## config.mk

```make
export PLATFORM = sky130hd
export DESIGN_NAME = alu_exec_ctrl_flat
export DESIGN_NICKNAME = d
export VERILOG_FILES = /design/src/rtl/alu_exec_ctrl_if.sv /design/src/rtl/alu_exec_ctrl.sv /design/src/flat_wrapper.sv
export SDC_FILE = /design/constraint.sdc
export NUM_CORES = 1
export LEC_CHECK = 0
export ABC_CLOCK_PERIOD_IN_PS = 1500
export CAP_MARGIN = 25
export CORE_MARGIN = 2
export CORE_UTILIZATION = 40
export DETAILED_ROUTE_END_ITERATION = 10
export HOLD_SLACK_MARGIN = 0.1
export PLACE_DENSITY = 0.76
export SLEW_MARGIN = 20
export SYNTH_ARGS = -nofsm -noshare
export SYNTH_HDL_FRONTEND = slang
export SYNTH_SLANG_ARGS = --single-unit
```

## constraint.sdc

```tcl
create_clock -name clk -period 1.5 [get_ports clk]
set_input_delay 0.3 -clock clk [delete_from_list [all_inputs] [get_ports clk]]
set_output_delay 0.3 -clock clk [all_outputs]
set_load 0.05 [all_outputs]
```

## src/rtl/alu_exec_ctrl_if.sv

```systemverilog
// Bus bundle between the execute sequencer, its requester, the register
// file and the ALU. The slave modport is the sequencer's view.
interface alu_exec_ctrl_if #(
    parameter int width   = 16,
    parameter int regBits = 3
);
    // Request from decode
    logic               start;
    logic [1:0]         opcode;
    logic [regBits-1:0] rn;
    logic [regBits-1:0] rm;
    logic [regBits-1:0] rd;
    logic               wb_en;
    // Register file
    logic [width-1:0]   rf_rdata;
    logic [regBits-1:0] rf_readnum;
    logic [regBits-1:0] rf_writenum;
    logic               rf_write;
    logic [width-1:0]   rf_wdata;
    // ALU control and operands
    logic [width-1:0]   Ain;
    logic [width-1:0]   Bin;
    logic               addSubVals;
    logic               andVals;
    logic               notBVal;
    logic               sub;
    logic [width-1:0]   alu_result;
    logic               alu_overflow;
    // Status back to decode
    logic [2:0]         status;
    logic               busy;
    logic               done;

    modport slave (
        input  start, opcode, rn, rm, rd, wb_en, rf_rdata, alu_result, alu_overflow,
        output rf_readnum, rf_writenum, rf_write, rf_wdata, Ain, Bin,
               addSubVals, andVals, notBVal, sub, status, busy, done
    );

    modport master (
        output start, opcode, rn, rm, rd, wb_en, rf_rdata, alu_result, alu_overflow,
        input  rf_readnum, rf_writenum, rf_write, rf_wdata, Ain, Bin,
               addSubVals, andVals, notBVal, sub, status, busy, done
    );
endinterface

```

## src/rtl/alu_exec_ctrl.sv

```systemverilog
// Multi-cycle execute sequencer: fetches operands from the register file,
// strobes the ALU for one cycle, captures result and {Z,N,V} flags, and
// optionally writes the result back before pulsing done.
module alu_exec_ctrl #(
    parameter int width   = 16,
    parameter int regBits = 3
) (
    input  logic           clk,
    input  logic           reset,
    alu_exec_ctrl_if.slave bus
);
    typedef enum logic [2:0] {IDLE, LOADA, LOADB, EXEC, WB, DONE} state_t;

    localparam logic [1:0] OP_ADD = 2'b00;
    localparam logic [1:0] OP_SUB = 2'b01;
    localparam logic [1:0] OP_AND = 2'b10;
    localparam logic [1:0] OP_MVN = 2'b11;

    state_t             state_q, state_d;
    logic [width-1:0]   a_q, a_d;
    logic [width-1:0]   b_q, b_d;
    logic [width-1:0]   c_q, c_d;
    logic [2:0]         status_q, status_d;
    logic [1:0]         op_q, op_d;
    logic [regBits-1:0] rn_q, rn_d;
    logic [regBits-1:0] rm_q, rm_d;
    logic [regBits-1:0] rd_q, rd_d;
    logic               wb_en_q, wb_en_d;

    // Operand buses and flags are straight from registers.
    assign bus.Ain    = a_q;
    assign bus.Bin    = b_q;
    assign bus.status = status_q;
    assign bus.busy   = (state_q != IDLE);

    // Next-state, datapath captures and per-state control outputs.
    always_comb begin
        // NOTE: every signal gets a default before the case so no path leaves one unassigned (no latches).
        state_d         = state_q;
        a_d             = a_q;
        b_d             = b_q;
        c_d             = c_q;
        status_d        = status_q;
        op_d            = op_q;
        rn_d            = rn_q;
        rm_d            = rm_q;
        rd_d            = rd_q;
        wb_en_d         = wb_en_q;
        bus.rf_readnum  = '0;
        bus.rf_writenum = '0;
        bus.rf_write    = 1'b0;
        bus.rf_wdata    = '0;
        bus.addSubVals  = 1'b0;
        bus.andVals     = 1'b0;
        bus.notBVal     = 1'b0;
        bus.sub         = 1'b0;
        bus.done        = 1'b0;

        case (state_q)
            IDLE: begin
                if (bus.start) begin
                    op_d    = bus.opcode;
                    rn_d    = bus.rn;
                    rm_d    = bus.rm;
                    rd_d    = bus.rd;
                    wb_en_d = bus.wb_en;
                    // MVN only needs B, so skip the A fetch.
                    state_d = (bus.opcode == OP_MVN) ? LOADB : LOADA;
                end
            end
            LOADA: begin
                bus.rf_readnum = rn_q;
                a_d            = bus.rf_rdata;
                state_d        = LOADB;
            end
            LOADB: begin
                bus.rf_readnum = rm_q;
                b_d            = bus.rf_rdata;
                state_d        = EXEC;
            end
            EXEC: begin
                case (op_q)
                    OP_ADD:  bus.addSubVals = 1'b1;
                    OP_SUB: begin
                        bus.addSubVals = 1'b1;
                        bus.sub        = 1'b1;
                    end
                    OP_AND:  bus.andVals = 1'b1;
                    default: bus.notBVal = 1'b1;
                endcase
                c_d      = bus.alu_result;
                // Overflow is meaningful only for arithmetic ops.
                status_d = {(bus.alu_result == '0),
                            bus.alu_result[width-1],
                            bus.alu_overflow & ((op_q == OP_ADD) || (op_q == OP_SUB))};
                state_d  = wb_en_q ? WB : DONE;
            end
            WB: begin
                bus.rf_write    = 1'b1;
                bus.rf_writenum = rd_q;
                bus.rf_wdata    = c_q;
                state_d         = DONE;
            end
            DONE: begin
                bus.done = 1'b1;
                state_d  = IDLE;
            end
            default: state_d = IDLE;
        endcase
    end

    // State and datapath registers; synchronous reset clears everything.
    always_ff @(posedge clk) begin
        // NOTE: non-blocking assignments so all flops update together from pre-edge values.
        if (reset) begin
            // NOTE: the latched request fields are plain flops (no RAM), so they are reset with the state.
            state_q  <= IDLE;
            a_q      <= '0;
            b_q      <= '0;
            c_q      <= '0;
            status_q <= '0;
            op_q     <= '0;
            rn_q     <= '0;
            rm_q     <= '0;
            rd_q     <= '0;
            wb_en_q  <= 1'b0;
        end else begin
            state_q  <= state_d;
            a_q      <= a_d;
            b_q      <= b_d;
            c_q      <= c_d;
            status_q <= status_d;
            op_q     <= op_d;
            rn_q     <= rn_d;
            rm_q     <= rm_d;
            rd_q     <= rd_d;
            wb_en_q  <= wb_en_d;
        end
    end
endmodule

```

## src/flat_wrapper.sv

```systemverilog
// flat-port wrapper written by rule: the top's interface ports become plain ports
module alu_exec_ctrl_flat 
#(
    parameter int width   = 16,
    parameter int regBits = 3
)
  (clk, reset, bus_start, bus_opcode, bus_rn, bus_rm, bus_rd, bus_wb_en, bus_rf_rdata, bus_alu_result, bus_alu_overflow, bus_rf_readnum, bus_rf_writenum, bus_rf_write, bus_rf_wdata, bus_Ain, bus_Bin, bus_addSubVals, bus_andVals, bus_notBVal, bus_sub, bus_status, bus_busy, bus_done);
  alu_exec_ctrl_if #(.width(width), .regBits(regBits)) bus_i ();
  input  logic clk;
  input  logic reset;
  input wire logic [$bits(bus_i.start)-1:0] bus_start;
  input wire logic [$bits(bus_i.opcode)-1:0] bus_opcode;
  input wire logic [$bits(bus_i.rn)-1:0] bus_rn;
  input wire logic [$bits(bus_i.rm)-1:0] bus_rm;
  input wire logic [$bits(bus_i.rd)-1:0] bus_rd;
  input wire logic [$bits(bus_i.wb_en)-1:0] bus_wb_en;
  input wire logic [$bits(bus_i.rf_rdata)-1:0] bus_rf_rdata;
  input wire logic [$bits(bus_i.alu_result)-1:0] bus_alu_result;
  input wire logic [$bits(bus_i.alu_overflow)-1:0] bus_alu_overflow;
  output wire logic [$bits(bus_i.rf_readnum)-1:0] bus_rf_readnum;
  output wire logic [$bits(bus_i.rf_writenum)-1:0] bus_rf_writenum;
  output wire logic [$bits(bus_i.rf_write)-1:0] bus_rf_write;
  output wire logic [$bits(bus_i.rf_wdata)-1:0] bus_rf_wdata;
  output wire logic [$bits(bus_i.Ain)-1:0] bus_Ain;
  output wire logic [$bits(bus_i.Bin)-1:0] bus_Bin;
  output wire logic [$bits(bus_i.addSubVals)-1:0] bus_addSubVals;
  output wire logic [$bits(bus_i.andVals)-1:0] bus_andVals;
  output wire logic [$bits(bus_i.notBVal)-1:0] bus_notBVal;
  output wire logic [$bits(bus_i.sub)-1:0] bus_sub;
  output wire logic [$bits(bus_i.status)-1:0] bus_status;
  output wire logic [$bits(bus_i.busy)-1:0] bus_busy;
  output wire logic [$bits(bus_i.done)-1:0] bus_done;
  assign bus_i.start = bus_start;
  assign bus_i.opcode = bus_opcode;
  assign bus_i.rn = bus_rn;
  assign bus_i.rm = bus_rm;
  assign bus_i.rd = bus_rd;
  assign bus_i.wb_en = bus_wb_en;
  assign bus_i.rf_rdata = bus_rf_rdata;
  assign bus_i.alu_result = bus_alu_result;
  assign bus_i.alu_overflow = bus_alu_overflow;
  assign bus_rf_readnum = bus_i.rf_readnum;
  assign bus_rf_writenum = bus_i.rf_writenum;
  assign bus_rf_write = bus_i.rf_write;
  assign bus_rf_wdata = bus_i.rf_wdata;
  assign bus_Ain = bus_i.Ain;
  assign bus_Bin = bus_i.Bin;
  assign bus_addSubVals = bus_i.addSubVals;
  assign bus_andVals = bus_i.andVals;
  assign bus_notBVal = bus_i.notBVal;
  assign bus_sub = bus_i.sub;
  assign bus_status = bus_i.status;
  assign bus_busy = bus_i.busy;
  assign bus_done = bus_i.done;
  alu_exec_ctrl #(.width(width), .regBits(regBits)) u_core (.clk(clk), .reset(reset), .bus(bus_i));
endmodule
```

==> metrics.md <==
| Metric | Value |
|---|---|
| Status | finished, violations left |
| Violated checks | setup timing |
| Mapped Cells | around 330 |
| 1st-iter DRT viols | 128 |
| Share of cells above drive strength 1 | 0.3596 |
| Vias per cell | 5.088 |
| P_int | 3234 uW |
| Critical-path maximum fanout | 6 |
| CTS root buf | clkbuf_8 |
| Largest area contributor in the netlist | dfxtp_1 |
| Fin. Hold Viols | 0 |
| Post-synth cell types | 28 |
| Tot Pwr | just under 5000 uW |
| Starting Density | 0.4146 |
| DPL Wire Length | approximately 5600 um |
| Core Area | ~6300 um2 |
| Largest net degree at the start of global routing | 45 |
| Final #Nets | between 500 and 600 |
| Critical-path cell list | nor3b_4 -> buf_6 -> buf_6 -> and2_4 -> buf_12 |
| H-tree depth | 3 |
| Fmax achieved | 0.5558 GHz |
| Die area | 7246 um2 |
| DRT antenna net count | 0 |
| Worst slew margin | 0.7180 |
| Final core utilization | 0.7884 |
| Routed wire length | between 8000 and 9000 um |
| Final worst-path cycle share | 1.200 |
| Reg power frac | 0.416 |
| RSZ-0062 raised after global routing | yes |
| Synthesized area | between 2000 and 3000 um2 |
| Predominant post-synthesis flop cell | dfxtp_1 |
| Final number of max-transition violations | 0 |
| Worst setup SP type | register |
| Leak Pwr | approximately 0.0019 uW |
| Clock buffer depth | 2 |
| Critical Path AT | around 1.5 ns |
| Layout area overhead | 90.16% |
| Ys async rst share | 0 |
| Critical setup path kind | reg2out |
| Psw | 1598 uW |
| Final worst slack | -0.2993 ns |
| Synthesized flop and latch total | 65 |
| Top-count cell post-synth | nand2_1 |
| Vias | approximately 2800 |
| Setup Viol. Count Final | between 40 and 50 |
| Post-Route Skew | about 0.0054 ns |
| Initial antenna violation count | 0 |
| Final Critical Period | 1.799 ns |
| Num CTS Buffers | 9 |
| Ports | roughly 110 |
| Most frequent CP cell | buf_6 |
| Sw Ratio | 0.3308 |
| Row cnt | 29 |
| Syn_nets | roughly 380 |
| Peak VDD IR | between 0.5 and 0.6 mV |
| All-Layer GR Usage | 0.2151 |
| Die H | around 85 um |
| PortBufs | ~110 |
| Max cap viols | 0 |
| CP peak stage delay | approximately 0.38 ns |
| Worst-Skew Late Latency | 0.35 ns |
| Seq/Total Area, Yosys | 0.4943 |
| Critical path capture point type | output port |
| Gp weighted congestion | 0.7635 |
| Clock transition at path regs | about 0.070 ns |
| Worst Path Required | approximately 1.2 ns |
| Global-route wire length before repair | 12180 um |
| Clock net sink count | 65 |
| Detailed-route DRC error count | 0 |
| CTS tree | done |
| CP delay by family, top | buffers and inverters |
| Clk pwr share | 0.255 |
| Slowest CP cell | dfxtp_4 |
| Post-synth top area share | 0.4943 |
| Synth Warn # | 0 |
| Largest cells by area after synthesis | dfxtp_1, nand2_1, a21oi_1, and2_1, buf_6 |
| N_diodes | 0 |
| Vias in the first global route | around 2500 |
| Worst path bufs/invs | 3 |
| Placement Setup Slack | -0.1821 ns |
| Worst min-delay path class | in2reg |
| Gate power share | 0.329 |
| Die width | about 85 um |
| GRT Residual Overflow | 0 |
| Mean Syn Cell Area | 8.026 um2 |
| Synth top cells by count | nand2_1, dfxtp_1, a21oi_1 |
| Pwr per Cell Area | about 970 nW/um2 |
| Post-synth EDFFs | 0 |
| Tightest Pin Transition | about 0.41 ns |
| Routed wire per std cell | between 15 and 20 um |
| Pre-Repair DR Iteration Count | 4 |
==> metal layers <==
metal / part of all wire / wire length, um / up-vias / track usage
met1: 0.39 / 3202 / 1299 / 0.2425
met4: 0.019 / 159 / 0 / 0.09957
met5: 0 / 0 / - / 0
met3: 0.084 / 699 / 16 / 0.07393
met2: 0.51 / 4220 / 111 / 0.3651
li1: - / - / 1357 / -
==> metrics by stage <==
stage / setup TNS (ns) / instances / hold slack, ns / area, um2
after global routing: -9.630 / 547 / 0.3192 / 5006
after floorplan: -0.4154 / 328 / 0.3840 / 2706
after detailed placement: -2.079 / 515 / 0.4429 / 4573
final: -8.089 / 547 / 0.3178 / 5006
after CTS: -7.354 / 538 / 0.3171 / 4851
after global placement: -1.642 / 515 / 0.4381 / 4573
==> power groups by stage <==
stage / clock network (uW) / logic, uW / registers [uW]
3_5_place_dp: 0 / 1430 / 2050
4_1_cts: 1250 / 1500 / 2010
3_3_place_gp: 0 / 1400 / 2040
2_1_floorplan: 0 / 517 / 2240
6_report: 1230 / 1590 / 2010
5_1_grt: 1330 / 1670 / 2020
==> state kept, by name, summed over array words and instances (netlist names) <==
| signal | flops |
|---|---|
| u_core.rm_q | 3 |
| u_core.rd_q | 3 |
| u_core.c_q | 15 |
| u_core.op_q | 2 |
| u_core.bus.status | 3 |
| u_core.bus.Bin | 16 |
| u_core.rn_q | 3 |
| u_core.state_q | 3 |
| u_core.bus.Ain | 16 |
| u_core.wb_en_q | 1 |
==> cells by family after synthesis <==
| logic type | count (synthesis) | synth area share |
|---|---|---|
| buffers and inverters | 25 | 0.06131 |
| and+or+nand+nor | 168 | 0.3013 |
| AOI/OAI and AO/OA | 70 | 0.1431 |
| DFF | 65 | 0.4943 |
==> path summary, 6_finish.rpt <==
kind | from | endpoint | slack (ns) | cells past startpoint
worst max register to register | u_core.state_q[1] | u_core.rd_q[1] | -0.05 | 6
worst min register to register | u_core.c_q[7] | u_core.c_q[7] | 0.46 | 2
worst max-delay path | u_core.state_q[1] | bus_rf_writenum[2] | -0.30 | 5
worst min-delay path | reset | u_core.state_q[2] | 0.32 | 2
==> layout make-up <==
cell class / instances / area, um2
timing repair buffer: 152 / 2131
fill: 405 / 1344
multi-input combinational: 239 / 1316
sequential: 65 / 1313
clock buffer: 10 / 127.6
tap: 77 / 96.34
clock inverter: 4 / 22.52
==> cell usage in the layout, fill, tap and decap left out <==
| master | instances |
|---|---|
| and3_4 | 1 |
| a21oi_2 | 4 |
| nor3b_4 | 3 |
| nor4b_4 | 1 |
| nor2_4 | 2 |
| a221oi_1 | 1 |
| a21oi_1 | 58 |
| and3b_2 | 2 |
| clkinvlp_4 | 1 |
| buf_12 | 65 |
| clkbuf_1 | 1 |
| buf_6 | 17 |
| o21ai_1 | 1 |
| nand4_1 | 1 |
| or3b_1 | 2 |
| dfxtp_1 | 62 |
| o31a_1 | 1 |
| and2_4 | 20 |
| nor4_1 | 3 |
| a22o_2 | 3 |
| nand2_2 | 7 |
| nand3b_1 | 3 |
| a2111oi_0 | 1 |
| nor2_1 | 4 |
| a311oi_1 | 1 |
| clkbuf_8 | 9 |
| buf_4 | 23 |
| or3_4 | 1 |
| or4b_4 | 2 |
| clkinv_2 | 3 |
| nand2_1 | 115 |
| dfxtp_4 | 3 |
| nand2b_1 | 1 |
| clkdlybuf4s50_1 | 46 |
| or4_4 | 1 |
| buf_2 | 1 |
==> what timing repair did <==
item                                    CTS  global route
hold buffers                              0             0
endpoints found under the setup margin   29            44
buffers inserted                          9             9
pin swaps                                 4            33
resized for setup                        20            35
gates cloned                              0             3
No activity file was read; power rests on OpenSTA's default activity.
